### src/rtl/shape_ctrl_initiator_pkg.sv
// Shared modeling package for the shape processor CTRL SFR: field encodings,
// register image, response status codes and the field legality rules.
package shape_processor_modeling;

   // SHAPE field: 4..6 are reserved, 7 means "leave SHAPE as it is"
   typedef enum logic [2:0] {
      CIRCLE      = 3'd0,
      RECTANGLE   = 3'd1,
      SQUARE      = 3'd2,
      TRIANGLE    = 3'd3,
      SHAPE_RSVD4 = 3'd4,
      SHAPE_RSVD5 = 3'd5,
      SHAPE_RSVD6 = 3'd6,
      KEEP_SHAPE  = 3'd7
   } shape_e;

   // OPERATION field: 3..6 are reserved, 7 means "leave OPERATION as it is"
   typedef enum logic [2:0] {
      AREA           = 3'd0,
      PERIMETER      = 3'd1,
      IS_SQUARE      = 3'd2,
      OP_RSVD3       = 3'd3,
      OP_RSVD4       = 3'd4,
      OP_RSVD5       = 3'd5,
      OP_RSVD6       = 3'd6,
      KEEP_OPERATION = 3'd7
   } operation_e;

   // Per-request outcome reported on the response port
   typedef enum logic [1:0] {
      OK        = 2'd0,
      REJECTED  = 2'd1,
      BUS_ERROR = 2'd2,
      MISMATCH  = 2'd3
   } status_e;

   // CTRL register image: SHAPE in [2:0], OPERATION in [5:3], rest reads as zero
   typedef struct packed {
      logic [25:0] rsvd;
      operation_e  operation;
      shape_e      shape;
   } ctrl_sfr_reg;

   // Architecturally meaningful part of CTRL, as tracked by the initiator
   typedef struct packed {
      shape_e     shape;
      operation_e op;
   } shadow_t;

   function automatic logic is_reserved_shape(shape_e s);
      return (s == SHAPE_RSVD4) || (s == SHAPE_RSVD5) || (s == SHAPE_RSVD6);
   endfunction

   function automatic logic is_reserved_operation(operation_e o);
      return (o == OP_RSVD3) || (o == OP_RSVD4) || (o == OP_RSVD5) || (o == OP_RSVD6);
   endfunction

   // Only defined codes combine; IS_SQUARE makes sense for rectangles and squares only
   function automatic logic is_legal_combination(shape_e s, operation_e o);
      logic defined;
      defined = (s == CIRCLE || s == RECTANGLE || s == SQUARE || s == TRIANGLE) &&
                (o == AREA || o == PERIMETER || o == IS_SQUARE);
      if (o == IS_SQUARE) begin
         return defined && (s == RECTANGLE || s == SQUARE);
      end
      return defined;
   endfunction

   function automatic ctrl_sfr_reg make_ctrl(shape_e s, operation_e o);
      ctrl_sfr_reg c;
      c           = '0;
      c.shape     = s;
      c.operation = o;
      return c;
   endfunction

   function automatic shape_e ctrl_shape(logic [31:0] d);
      ctrl_sfr_reg c;
      c = ctrl_sfr_reg'(d);
      return c.shape;
   endfunction

   function automatic operation_e ctrl_operation(logic [31:0] d);
      ctrl_sfr_reg c;
      c = ctrl_sfr_reg'(d);
      return c.operation;
   endfunction

endpackage

### src/rtl/shape_ctrl_initiator_if.sv
// Request, bus and response signals of the CTRL initiator. The master modport
// is the initiator's view; the slave modport is the command source / bus side.
interface shape_ctrl_if;
   import shape_processor_modeling::*;

   logic        req_valid;
   logic        req_ready;
   shape_e      req_shape;
   operation_e  req_op;
   logic        write;
   logic [31:0] write_data;
   logic        read;
   logic [31:0] read_data;
   logic        error;
   logic        rsp_valid;
   logic        rsp_ready;
   status_e     rsp_status;
   logic [31:0] rsp_ctrl;

   modport master (
      input  req_valid, req_shape, req_op, read_data, error, rsp_ready,
      output req_ready, write, write_data, read, rsp_valid, rsp_status, rsp_ctrl
   );

   modport slave (
      output req_valid, req_shape, req_op, read_data, error, rsp_ready,
      input  req_ready, write, write_data, read, rsp_valid, rsp_status, rsp_ctrl
   );

endinterface

### src/rtl/shape_ctrl_initiator_predictor.sv
// Predicts what CTRL should read back after writing a request, given the
// current shadow of the SFR. Purely combinational.
module shape_ctrl_predictor
   import shape_processor_modeling::*;
(
   input  shape_e     req_shape_i,
   input  operation_e req_op_i,
   input  shadow_t    shadow_i,
   output shadow_t    expected_o,
   output logic       legal_o
);

   shape_e     eff_shape;
   operation_e eff_op;

   // Resolve KEEP_* against the shadow, then decide whether the hardware takes the write
   always_comb begin
      eff_shape = (req_shape_i == KEEP_SHAPE)     ? shadow_i.shape : req_shape_i;
      eff_op    = (req_op_i    == KEEP_OPERATION) ? shadow_i.op    : req_op_i;
      legal_o   = !is_reserved_shape(req_shape_i) &&
                  !is_reserved_operation(req_op_i) &&
                  is_legal_combination(eff_shape, eff_op);
      expected_o = shadow_i;
      if (legal_o) begin
         expected_o.shape = eff_shape;
         expected_o.op    = eff_op;
      end
   end

endmodule

### src/rtl/shape_ctrl_initiator.sv
// CTRL SFR initiator: accepts {shape, operation} requests, writes CTRL, reads
// it back, checks the readback against a shadow-based prediction (retrying on
// disagreement) and reports one status per request.
module shape_ctrl_initiator
   import shape_processor_modeling::*;
#(
   parameter int         MAX_RETRIES   = 2,
   parameter shape_e     RST_SHAPE     = CIRCLE,
   parameter operation_e RST_OPERATION = AREA
) (
   input  logic          clk,
   input  logic          rst,
   shape_ctrl_if.master  bus
);

   // A zero-retry build still needs a one-bit counter to stay well formed
   localparam int RETRY_W = (MAX_RETRIES > 0) ? $clog2(MAX_RETRIES + 1) : 1;

   typedef enum logic [2:0] {
      S_IDLE,
      S_WR,
      S_WR_RESP,
      S_RD,
      S_RD_RESP,
      S_RSP
   } state_e;

   state_e               state_q;
   shadow_t              shadow_q;
   shadow_t              expected_q;
   logic                 legal_q;
   logic [RETRY_W-1:0]   retry_q;

   logic                 req_ready_q;
   logic                 write_q;
   ctrl_sfr_reg          write_data_q;
   logic                 read_q;
   logic                 rsp_valid_q;
   status_e              rsp_status_q;
   logic [31:0]          rsp_ctrl_q;

   shadow_t              pred_expected;
   logic                 pred_legal;
   logic                 rd_match;

   // Prediction is taken from the live request so it can be latched on accept
   shape_ctrl_predictor u_predictor (
      .req_shape_i (bus.req_shape),
      .req_op_i    (bus.req_op),
      .shadow_i    (shadow_q),
      .expected_o  (pred_expected),
      .legal_o     (pred_legal)
   );

   // Only SHAPE and OPERATION take part in the readback comparison
   assign rd_match = (ctrl_shape(bus.read_data)     == expected_q.shape) &&
                     (ctrl_operation(bus.read_data) == expected_q.op);

   // Request/response FSM with registered bus strobes, shadow and retry count
   always_ff @(posedge clk or posedge rst) begin
      if (rst) begin
         state_q          <= S_IDLE;
         shadow_q.shape   <= RST_SHAPE;
         shadow_q.op      <= RST_OPERATION;
         expected_q.shape <= RST_SHAPE;
         expected_q.op    <= RST_OPERATION;
         legal_q          <= 1'b0;
         retry_q          <= '0;
         req_ready_q      <= 1'b1;
         write_q          <= 1'b0;
         write_data_q     <= '0;
         read_q           <= 1'b0;
         rsp_valid_q      <= 1'b0;
         rsp_status_q     <= OK;
         rsp_ctrl_q       <= '0;
      end else begin
         // Strobes are single-cycle unless a state explicitly raises them
         write_q <= 1'b0;
         read_q  <= 1'b0;
         case (state_q)
            S_IDLE: begin
               if (bus.req_valid && req_ready_q) begin
                  write_data_q <= make_ctrl(bus.req_shape, bus.req_op);
                  expected_q   <= pred_expected;
                  legal_q      <= pred_legal;
                  req_ready_q  <= 1'b0;
                  write_q      <= 1'b1;
                  state_q      <= S_WR;
               end
            end
            S_WR: begin
               state_q <= S_WR_RESP;
            end
            S_WR_RESP: begin
               if (bus.error) begin
                  // Write never landed: nothing was read, so report an empty image
                  rsp_status_q <= BUS_ERROR;
                  rsp_ctrl_q   <= '0;
                  rsp_valid_q  <= 1'b1;
                  state_q      <= S_RSP;
               end else begin
                  read_q  <= 1'b1;
                  state_q <= S_RD;
               end
            end
            S_RD: begin
               state_q <= S_RD_RESP;
            end
            S_RD_RESP: begin
               if (bus.error) begin
                  rsp_status_q <= BUS_ERROR;
                  rsp_ctrl_q   <= bus.read_data;
                  rsp_valid_q  <= 1'b1;
                  state_q      <= S_RSP;
               end else if (rd_match) begin
                  rsp_status_q <= legal_q ? OK : REJECTED;
                  if (legal_q) begin
                     shadow_q <= expected_q;
                  end
                  rsp_ctrl_q  <= bus.read_data;
                  rsp_valid_q <= 1'b1;
                  state_q     <= S_RSP;
               end else if (retry_q < RETRY_W'(MAX_RETRIES)) begin
                  // Same write_data is re-issued; the prediction stays valid
                  retry_q <= retry_q + 1'b1;
                  write_q <= 1'b1;
                  state_q <= S_WR;
               end else begin
                  // Give up and trust the hardware so later KEEP_* resolve correctly
                  rsp_status_q   <= MISMATCH;
                  shadow_q.shape <= ctrl_shape(bus.read_data);
                  shadow_q.op    <= ctrl_operation(bus.read_data);
                  rsp_ctrl_q     <= bus.read_data;
                  rsp_valid_q    <= 1'b1;
                  state_q        <= S_RSP;
               end
            end
            S_RSP: begin
               if (bus.rsp_ready) begin
                  rsp_valid_q <= 1'b0;
                  req_ready_q <= 1'b1;
                  retry_q     <= '0;
                  state_q     <= S_IDLE;
               end
            end
            default: begin
               rsp_valid_q <= 1'b0;
               req_ready_q <= 1'b1;
               retry_q     <= '0;
               state_q     <= S_IDLE;
            end
         endcase
      end
   end

   assign bus.req_ready  = req_ready_q;
   assign bus.write      = write_q;
   assign bus.write_data = write_data_q;
   assign bus.read       = read_q;
   assign bus.rsp_valid  = rsp_valid_q;
   assign bus.rsp_status = rsp_status_q;
   assign bus.rsp_ctrl   = rsp_ctrl_q;

endmodule

### src/flat_wrapper.sv
// flat-port wrapper written by rule: the top's interface ports become plain ports
module shape_ctrl_initiator_flat import shape_processor_modeling::*;
#(
   parameter int         MAX_RETRIES   = 2,
   parameter shape_e     RST_SHAPE     = CIRCLE,
   parameter operation_e RST_OPERATION = AREA
)
  (clk, rst, bus_req_valid, bus_req_shape, bus_req_op, bus_read_data, bus_error, bus_rsp_ready, bus_req_ready, bus_write, bus_write_data, bus_read, bus_rsp_valid, bus_rsp_status, bus_rsp_ctrl);
  shape_ctrl_if bus_i ();
  input  logic clk;
  input  logic rst;
  input wire logic [$bits(bus_i.req_valid)-1:0] bus_req_valid;
  input wire logic [$bits(bus_i.req_shape)-1:0] bus_req_shape;
  input wire logic [$bits(bus_i.req_op)-1:0] bus_req_op;
  input wire logic [$bits(bus_i.read_data)-1:0] bus_read_data;
  input wire logic [$bits(bus_i.error)-1:0] bus_error;
  input wire logic [$bits(bus_i.rsp_ready)-1:0] bus_rsp_ready;
  output wire logic [$bits(bus_i.req_ready)-1:0] bus_req_ready;
  output wire logic [$bits(bus_i.write)-1:0] bus_write;
  output wire logic [$bits(bus_i.write_data)-1:0] bus_write_data;
  output wire logic [$bits(bus_i.read)-1:0] bus_read;
  output wire logic [$bits(bus_i.rsp_valid)-1:0] bus_rsp_valid;
  output wire logic [$bits(bus_i.rsp_status)-1:0] bus_rsp_status;
  output wire logic [$bits(bus_i.rsp_ctrl)-1:0] bus_rsp_ctrl;
  assign bus_i.req_valid = bus_req_valid;
  assign bus_i.req_shape = bus_req_shape;
  assign bus_i.req_op = bus_req_op;
  assign bus_i.read_data = bus_read_data;
  assign bus_i.error = bus_error;
  assign bus_i.rsp_ready = bus_rsp_ready;
  assign bus_req_ready = bus_i.req_ready;
  assign bus_write = bus_i.write;
  assign bus_write_data = bus_i.write_data;
  assign bus_read = bus_i.read;
  assign bus_rsp_valid = bus_i.rsp_valid;
  assign bus_rsp_status = bus_i.rsp_status;
  assign bus_rsp_ctrl = bus_i.rsp_ctrl;
  shape_ctrl_initiator #(.MAX_RETRIES(MAX_RETRIES), .RST_SHAPE(RST_SHAPE), .RST_OPERATION(RST_OPERATION)) u_core (.clk(clk), .rst(rst), .bus(bus_i));
endmodule
### config.mk
export PLATFORM = sky130hd
export DESIGN_NAME = shape_ctrl_initiator_flat
export DESIGN_NICKNAME = d
export VERILOG_FILES = /design/src/rtl/shape_ctrl_initiator_pkg.sv /design/src/rtl/shape_ctrl_initiator_if.sv /design/src/rtl/shape_ctrl_initiator_predictor.sv /design/src/rtl/shape_ctrl_initiator.sv /design/src/flat_wrapper.sv
export SDC_FILE = /design/constraint.sdc
export NUM_CORES = 1
export LEC_CHECK = 0
export CAP_MARGIN = 5
export CORE_ASPECT_RATIO = 1.1
export CORE_UTILIZATION = 44
export DETAILED_ROUTE_END_ITERATION = 10
export PLACE_DENSITY = 0.8
export RECOVER_POWER = 25
export SETUP_SLACK_MARGIN = 0.15
export SLEW_MARGIN = 20
export SYNTH_ARGS = -nofsm -noshare
export SYNTH_HDL_FRONTEND = slang
export SYNTH_HIERARCHICAL = 1
export SYNTH_SLANG_ARGS = --single-unit
### constraint.sdc
create_clock -name clk -period 2.7 [get_ports clk]
set_input_delay 0.675 -clock clk [delete_from_list [all_inputs] [get_ports clk]]
set_output_delay 0.675 -clock clk [all_outputs]
set_load 0.02 [all_outputs]
Word-level counts from Yosys, hierarchy flattened

Cells that the tools add are included.

$add $sub $neg: 1
$lt $le $gt $ge: 1
Equality and inequality tests: 30
Mux-type cells: 48
Bitwise gates (word level): 4
Reduce and logical (&&, ||, !) cells: 33

Operators by type and width:

| kind                 | count |
|---|---|
| $mux W32             | 4 |
| $pmux W32 S2         | 1 |
| $eq A3 B3 Y1 const B | 10 |
| $mux W3              | 8 |
| $mux W6              | 4 |
| $eq A3 B2 Y1 const B | 6 |
| $pmux W3 S6          | 1 |
| $mux W1              | 17 |
| $mux W2              | 8 |
| $logic_or A1 B1 Y1   | 11 |
| $eq A3 B1 Y1 const B | 3 |
| $logic_not A3 Y1     | 3 |
| $ne A2 B1 Y1 const B | 4 |
| $ne A2 B2 Y1 const B | 4 |
| $reduce_and A4 Y1    | 2 |
| $reduce_or A4 Y1     | 2 |
| $eq A3 B3 Y1         | 2 |
| $logic_and A1 B1 Y1  | 6 |
| $pmux W2 S3          | 1 |
| $reduce_and A3 Y1    | 2 |
| $reduce_and A5 Y1    | 1 |
| $ne A4 B3 Y1 const B | 1 |
| $not A1 Y1           | 4 |
| $pmux W1 S4          | 1 |
| 9 further kinds      | 11 |

Bits in registers: 62
Input port bits: 43
Output and inout port bits: 70
Word-level logic and storage cells: 132

Longest topological paths before layout

Gate-level depths: netlist (run 1).

Depth in word-level cells: 12
Mapped depth: 6

By module

Netlist (run 1), hierarchy kept.

By module, submodules not included:

| module               | times used | cells each | area an instance (um^2) | seq. area each (um^2) |
|---|---|---|---|---|
| shape_ctrl_initiator | 1          | 206        | 2722.6                  | 1552.7 |
| shape_ctrl_predictor | 1          | 29         | 214.0                   | 0.0 |

Least setup slack after synthesis (run 1)

OpenSTA, ideal clock, no wires.

Kind: input port to flip-flop
Start: input port bus_read_data[4]
End: register u_core/shadow_q[0] in the netlist's numbering
Arrival: 2.012 ns
Required time: 2.575 ns
Setup slack: 0.563 ns
Cell stages on the path: 5
Buffers on the path: 0
Cells stage by stage: xor2_1 > nor4_4 > nand2_2 > mux2i_4 > mux2_2

Word-level cells in the longest chain between the ends: 4
Elaborated cells between the ends (all ways): 6
Classes of those cells: eq/ne (3); mux (1); reduce/logical (2)

Ends and longest elaborated chain:

| item                        | line                        | RTL |
|---|---|---|
| start: declaration          | flat_wrapper.sv:15          | `input wire logic [$bits(bus_i.read_data)-1:0] bus_read_data;` |
| $eq A3 B3 Y1 *              | shape_ctrl_initiator.sv:57  | `(ctrl_operation(bus.read_data) == expected_q.op);` |
| $logic_and A1 B1 Y1 *       | shape_ctrl_initiator.sv:56  | `assign rd_match = (ctrl_shape(bus.read_data) == expected_q.shape) &&` |
| $ne A2 B1 Y1 (no line)      | --                          |  |
| $reduce_and A4 Y1 (no line) | --                          |  |
| end signal: assignment      | shape_ctrl_initiator.sv:118 | `shadow_q <= expected_q;` |
| end: declaration            | shape_ctrl_initiator.sv:29  | `shadow_t shadow_q;` |

Every way passes the cells marked *; elsewhere a longest branch is shown, timed or not.
A chain may end at the register's enable or synchronous reset.

==> results of run 1 <==
-- worst min path at each step --
| stage | slack (ns) | endpoint | from |
|---|---|---|---|
| 2_1_floorplan | 0.48 | u_core/expected_q[0] | u_core/expected_q[0] |
| 3_3_place_gp | 0.46 | u_core/bus.rsp_status[0] | u_core/bus.rsp_status[0] |
| 3_5_place_dp | 0.47 | u_core/bus.rsp_status[0] | u_core/bus.rsp_status[0] |
| 4_1_cts | 0.49 | u_core/bus.rsp_status[0] | u_core/bus.rsp_status[0] |
| 5_1_grt | 0.51 | u_core/bus.rsp_status[0] | u_core/bus.rsp_status[0] |
| 6_report | 0.48 | u_core/bus.rsp_status[0] | u_core/bus.rsp_status[0] |
-- worst max-delay path, cell delays in order --
cell and delay [ns]:
clkdlybuf4s50_1 0.65, a21boi_2 0.12, o311ai_2 0.37, nand3_1 0.29, o21a_1 0.25, mux2_1 0.28
-- report_power, final --
| part | internal [W] | total [W] | switching (W) |
|---|---|---|---|
| Sequential | 0.00134 | 0.00164 | 0.000294 |
| Combinational | 0.00112 | 0.00211 | 0.000990 |
| Clock | 0.000551 | 0.000936 | 0.000385 |
| Total | 0.00301 | 0.00468 | 0.00167 |
-- cells in the mapped netlist (4+ instances only) --
cell	number
nor2_1	9
dfrtp_1	61
a22o_1	32
mux2_2	17
a21oi_1	7
mux2_1	4
xor2_1	6
nand2_1	6
inv_1	6
buf_2	5
buf_4	26
buf_6	4
-- state kept, by name, summed over array words and instances, names as in the netlist --
name / flops
u_core/bus.rsp_status: 2
u_core/bus.read: 1
u_core/bus.rsp_valid: 1
u_core/bus.rsp_ctrl: 32
u_core/expected_q: 6
u_core/retry_q: 2
u_core/legal_q: 1
u_core/bus.write_data: 6
u_core/state_q: 3
u_core/bus.write: 1
u_core/shadow_q: 6
u_core/bus.req_ready: 1
-- area by class of cell --
cell class                 instances  area share [%]
clock buffer                      10           3.343
timing repair buffer             101           24.80
sequential                        62           37.72
inverter                           6          0.5471
multi-input combinational        157           28.91
tap                               80           2.432
clock inverter                     6           2.249
-- kinds of logic (layout without fill, tap and decap cells) --
kind of cell           Yosys count  count (layout)  synth area share [%]
AND/OR/NAND/NOR                 39              39                 8.479
other                            1              26                0.1277
XOR/XNOR                         8               8                 2.386
flip-flops                      62              62                 52.88
multiplexers                    23              23                 9.160
buffers and inverters           41             123                 9.800
AO/OA/AOI/OAI                   61              61                 17.17
-- layer usage --
layer,GRT usage [%],part of all wire [%],vias to the layer above
met4,7.630,1.7,0
met2,31.78,50,99
li1,-,-,1018
met3,6.771,6.6,12
met1,24.28,41,1090
met5,0,0,-
-- metrics by stage --
step	util, %	power [W]	cell area (µm²)	cells	TNS (ns)
2_1_floorplan	-	0.002857	3030	260	0
3_3_place_gp	61.87	0.003726	3901	406	0
3_5_place_dp	61.87	0.003769	3901	406	-0.003378
4_1_cts	65.52	0.004725	4131	422	0
5_1_grt	65.28	0.004942	4116	422	0
6_report	65.28	0.004682	4116	422	0
==> flow_metrics.tcl, run 1 <==
set metrics [dict create \
    crit_start "bus_req_op[1]" \
    final_common_cell "clkdlybuf4s50_1" \
    grt_pass1_vias 2074 \
    synth_top_area_share_pct 51.98 \
    fin_ws_ns 0.2859 \
    ys_top_cells_by_area "dfrtp_1 52%, a22o_1 9.5%, buf_4 6.6%, mux2_2 6.5%, xor2_1 1.8%" \
    setup_viol 0 \
    nets 380 \
    worst_slew_pin_slew_ns 0.8189 \
    synthArstFlopShare_pct 100.0 \
    required_ns 2.92 \
    dp_hpwl_mm 4.774 \
    gp_congestion 0.9166 \
    yosysSeqAreaShare_pct 52.88 \
    synthDistinctLibCells 52 \
    clkLatencyLatePin_ns 0.33 \
    cts_htree_levels 3 \
    relSlewSlack_pct 45.35 \
    chipHeight_um 87.68 \
    hold_ws_ns 0.4819 \
    portBuffers 86 \
    hold_depth 1 \
    worstReg2RegStart "u_core/state_q[0]" \
    syn_inst 235 \
    synth-seq-cells 62 \
    area_growth_pct 40.18 \
    outcome "finished, final reports clean" \
    rsz0062_at_grt "false" \
    row_count 30 \
    slew_violations 0 \
    power_density_mw_per_mm2 1137 \
    grt_pass1_wl_mm 10.29 \
    grt.total_usage_pct 19.64 \
    reg2reg_to "u_core/bus.rsp_ctrl[18]" \
    multi_input_area_mm2 0.001190 \
    cts.sinks 62 \
    cts_tree "built" \
    ant_nets 0 \
    maxCapViolations 0 \
    vias_per_cell 5.258 \
    drt-initial-drc-count 137 \
    cp_max_fo 8 \
    end_kind "flop" \
    finalWirelength_mm 6.546 \
    fmax_mhz 414.2 \
    layout_common_cells "84 x clkdlybuf4s50_1, 61 x dfrtp_1, 32 x a22o_1, 26 x conb_1, 17 x mux2_2" \
    core_area_mm2 0.006306 \
    worstPathArrival_ns 2.63 \
    grt_max_degree 31 \
    postCtsSetupBuffers 0 \
    cts_resized 0 \
    die_x_um 79.89 \
    synth.avg_cell_area_um2 12.50 \
    num_io_pins 113 \
    r2r_cells 5 \
    vias 2219 \
    n_fill_cell 493 \
    endpoint "u_core/expected_q[0]" \
    synth_area_mm2 0.002937 \
    initial_utilization_pct 46.57 \
    clockBufferDepth 2 \
    route.detailed.drc 0 \
    cts.clk_slew.worst_paths_ns 0.07 \
    hold_class "flop to flop" \
    vdd_drop_max_uv 570.2 \
    fin_skew_ns 0.007750 \
    drive_gt1_share_pct 18.71 \
    cts_root_buf "clkbuf_8" \
    synth_warnings 6 \
    drt-wirelength-per-cell_um 15.51 \
    dr.pass1.iters 4 \
    hold_violations 0 \
    dp_slack_ns -0.003378 \
    yosysTopAreaCell "dfrtp_1" \
    antenna_found_initial 0 \
    gr-total-overflow 0 \
    leakage_nw 1.872 \
    critPathKind "primary input to flop" \
    synth-edff-count 0 \
    seqCellArea_mm2 0.001553 \
    cts_buffers 9 \
    dieArea_mm2 0.007005 \
    start_kind "primary input" \
    synthFlopType "dfrtp_1" \
    antenna_cells 0 \
    rrSetupSlack_ns 0.77 \
    period_needed_ns 2.414 \
    cts_hold_buf 0 \
    period_share_pct 89.41 \
]
Note: power is estimated with default switching activity, not from simulation.
==> inputs of run 2 (changes only) <==
--- a/config.mk
+++ b/config.mk
@@ -9,6 +9,7 @@
 export CORE_ASPECT_RATIO = 1.1
 export CORE_UTILIZATION = 44
 export DETAILED_ROUTE_END_ITERATION = 10
+export GPL_ROUTABILITY_DRIVEN = 0
 export PLACE_DENSITY = 0.8
 export RECOVER_POWER = 25
 export SETUP_SLACK_MARGIN = 0.15
==> results of run 2 <==
The final DEF is identical to that of run 1; final timing and power are the same.
==> inputs of run 3 (changes only) <==
--- a/config.mk
+++ b/config.mk
@@ -7,10 +7,11 @@
 export LEC_CHECK = 0
 export CAP_MARGIN = 5
 export CORE_ASPECT_RATIO = 1.1
-export CORE_UTILIZATION = 44
+export CORE_UTILIZATION = 45
+export CTS_BUF_LIST = sky130_fd_sc_hd__clkbuf_8
 export DETAILED_ROUTE_END_ITERATION = 10
 export GPL_ROUTABILITY_DRIVEN = 0
-export PLACE_DENSITY = 0.8
+export PLACE_DENSITY = 0.82
 export RECOVER_POWER = 25
 export SETUP_SLACK_MARGIN = 0.15
 export SLEW_MARGIN = 20
==> run 3 against run 2 <==
  * Core utilization about the same
  * Worst hold slack got worse by 0.00090 ns
  * Clock power fell by 8.3%
  * Combinational power shrank 2%
  * Final cell count down 0.24%
  * Via count is 1.7% lower
  * Count of clock-buffer cells in the layout is 1 higher
==> flow_metrics.tcl, run 3 (same netlist as run 1, synthesis figures left out) <==
set metrics [dict create \
    maxCapViolations 0 \
    cts_hold_buf 0 \
    grt_pass1_vias 2151 \
    fin_skew_ns 0.009927 \
    hold_class "flop to flop" \
    area_growth_pct 38.56 \
    ant_nets 0 \
    cts_resized 0 \
    die_x_um 79.02 \
    vias_per_cell 5.183 \
    n_fill_cell 485 \
    outcome "finished, final reports clean" \
    period_needed_ns 2.402 \
    crit_buf_inv 1 \
    switching_share_pct 36.23 \
    pwr-share-comb_pct 45.5 \
    fin_area_mm2 0.004069 \
    initial_utilization_pct 47.13 \
    cp_max_fo 8 \
    finalWirelength_mm 6.364 \
    drive_gt1_share_pct 18.48 \
    grt_max_degree 33 \
    cp_top_family "buffers and inverters" \
    dp_hpwl_mm 4.680 \
    seqCellArea_mm2 0.001553 \
    cts.clk_slew.worst_paths_ns 0.08 \
    hold_ws_ns 0.4810 \
    period_share_pct 88.98 \
    clockBufferDepth 2 \
    postCtsSetupBuffers 0 \
    start_kind "primary input" \
    antenna_found_initial 0 \
    hold_violations 0 \
    placedInstanceArea_mm2 0.003869 \
    worstPathArrival_ns 2.63 \
    chipHeight_um 86.73 \
    required_ns 2.93 \
    route.detailed.drc 0 \
    slew_violations 0 \
    drt-initial-drc-count 73 \
    core_area_mm2 0.006231 \
    final_common_cell "clkdlybuf4s50_1" \
    leakage_nw 1.856 \
    power_density_mw_per_mm2 1121 \
    tns_ns 0 \
    grt_pass1_wl_mm 10.09 \
    cts_tree "built" \
    critPathKind "primary input to flop" \
    vdd_drop_max_uv 552.4 \
    setup_viol 0 \
    p_total_w 0.004561 \
    drt-wirelength-per-cell_um 15.12 \
    vias 2182 \
    portBuffers 86 \
    num_io_pins 113 \
    gr-total-overflow 0 \
    nets 379 \
    antenna_cells 0 \
    cts_htree_levels 3 \
    p_sw_w 0.001652 \
    final_util_pct 65.30 \
    critPathMostFrequentCell "mux2_1" \
    worst_slew_pin_slew_ns 0.6894 \
    p_int_w 0.002908 \
    multi_input_area_mm2 0.001190 \
    cts_buffers 9 \
    cts_root_buf "clkbuf_8" \
    layout_common_cells "84 x clkdlybuf4s50_1, 61 x dfrtp_1, 32 x a22o_1, 26 x conb_1, 17 x mux2_2" \
    relSlewSlack_pct 53.99 \
    fmax_mhz 416.2 \
    clkLatencyLatePin_ns 0.34 \
    seq_power_share_pct 35.7 \
    power.share.clock_pct 18.8 \
    cpPeakStageDelay_ns 0.65 \
    cts.sinks 62 \
    largest_reg_flops 32 \
    end_kind "flop" \
    cpMaxStageDelayCell "clkdlybuf4s50_1" \
    dieArea_mm2 0.006853 \
    grt.total_usage_pct 19.70 \
    crit_chain "clkdlybuf4s50_1 -> a21boi_2 -> o311ai_2 -> nand3_2 -> mux2_1 -> mux2_1" \
    rsz0062_at_grt "false" \
    dr.pass1.iters 4 \
    row_count 30 \
]
run 3: cell count changes in the layout (fill, tap and decap cells not counted), sizes merged:
| cell | previous run | this run |
|---|---|---|
| clkbuf | 11 | 12 |
| buf | 14 | 13 |
| clkinv | 0 | 1 |
| bufinv | 2 | 1 |
| clkinvlp | 2 | 1 |
run 3: path summary, 6_finish.rpt:
check	start	endpoint	slack, ns	depth (start not counted)
worst max-delay path	bus_req_op[1]	u_core/expected_q[3]	0.30	6
worst min-delay path	u_core/bus.rsp_status[0]	u_core/bus.rsp_status[0]	0.48	1
worst max register to register	u_core/state_q[1]	u_core/bus.rsp_ctrl[10]	0.73	5
worst min register to register	u_core/bus.rsp_status[0]	u_core/bus.rsp_status[0]	0.48	1
max in group asynchronous	rst	u_core/bus.rsp_ctrl[25]	0.78	3
min in group asynchronous	rst	u_core/shadow_q[3]	0.87	2
run 3: final cells by class:
class | count | share of cell area (%)
multi-input combinational | 157 | 29.24
tap | 80 | 2.460
clock buffer | 11 | 3.721
timing repair buffer | 100 | 24.29
sequential | 62 | 38.16
clock inverter | 5 | 1.568
inverter | 6 | 0.5535
run 3: through the flow:
stage	worst slack (ns)	std cells
after floorplan	0.4853	260
after global placement	0.05702	405
after detailed placement	-0.007218	405
after CTS	0.3465	421
after global routing	0.2235	421
final	0.2975	421
run 3: per-layer routing:
| layer | vias to the layer above | GRT usage, % | part of all wire [%] |
|---|---|---|---|
| met1 | 1048 | 22.40 | 41 |
| met5 | - | 0 | 0 |
| li1 | 1011 | - | - |
| met3 | 11 | 5.474 | 8.0 |
| met2 | 112 | 33.54 | 48 |
| met4 | 0 | 10.58 | 2.2 |
run 3: power groups by stage:
stage	clock network (W)	registers, W	logic (W)
2_1_floorplan	0	0.00194	0.000918
6_report	0.000858	0.00163	0.00207
3_3_place_gp	0	0.00162	0.00205
3_5_place_dp	0	0.00164	0.00208
4_1_cts	0.000876	0.00163	0.00210
5_1_grt	0.000919	0.00168	0.00221
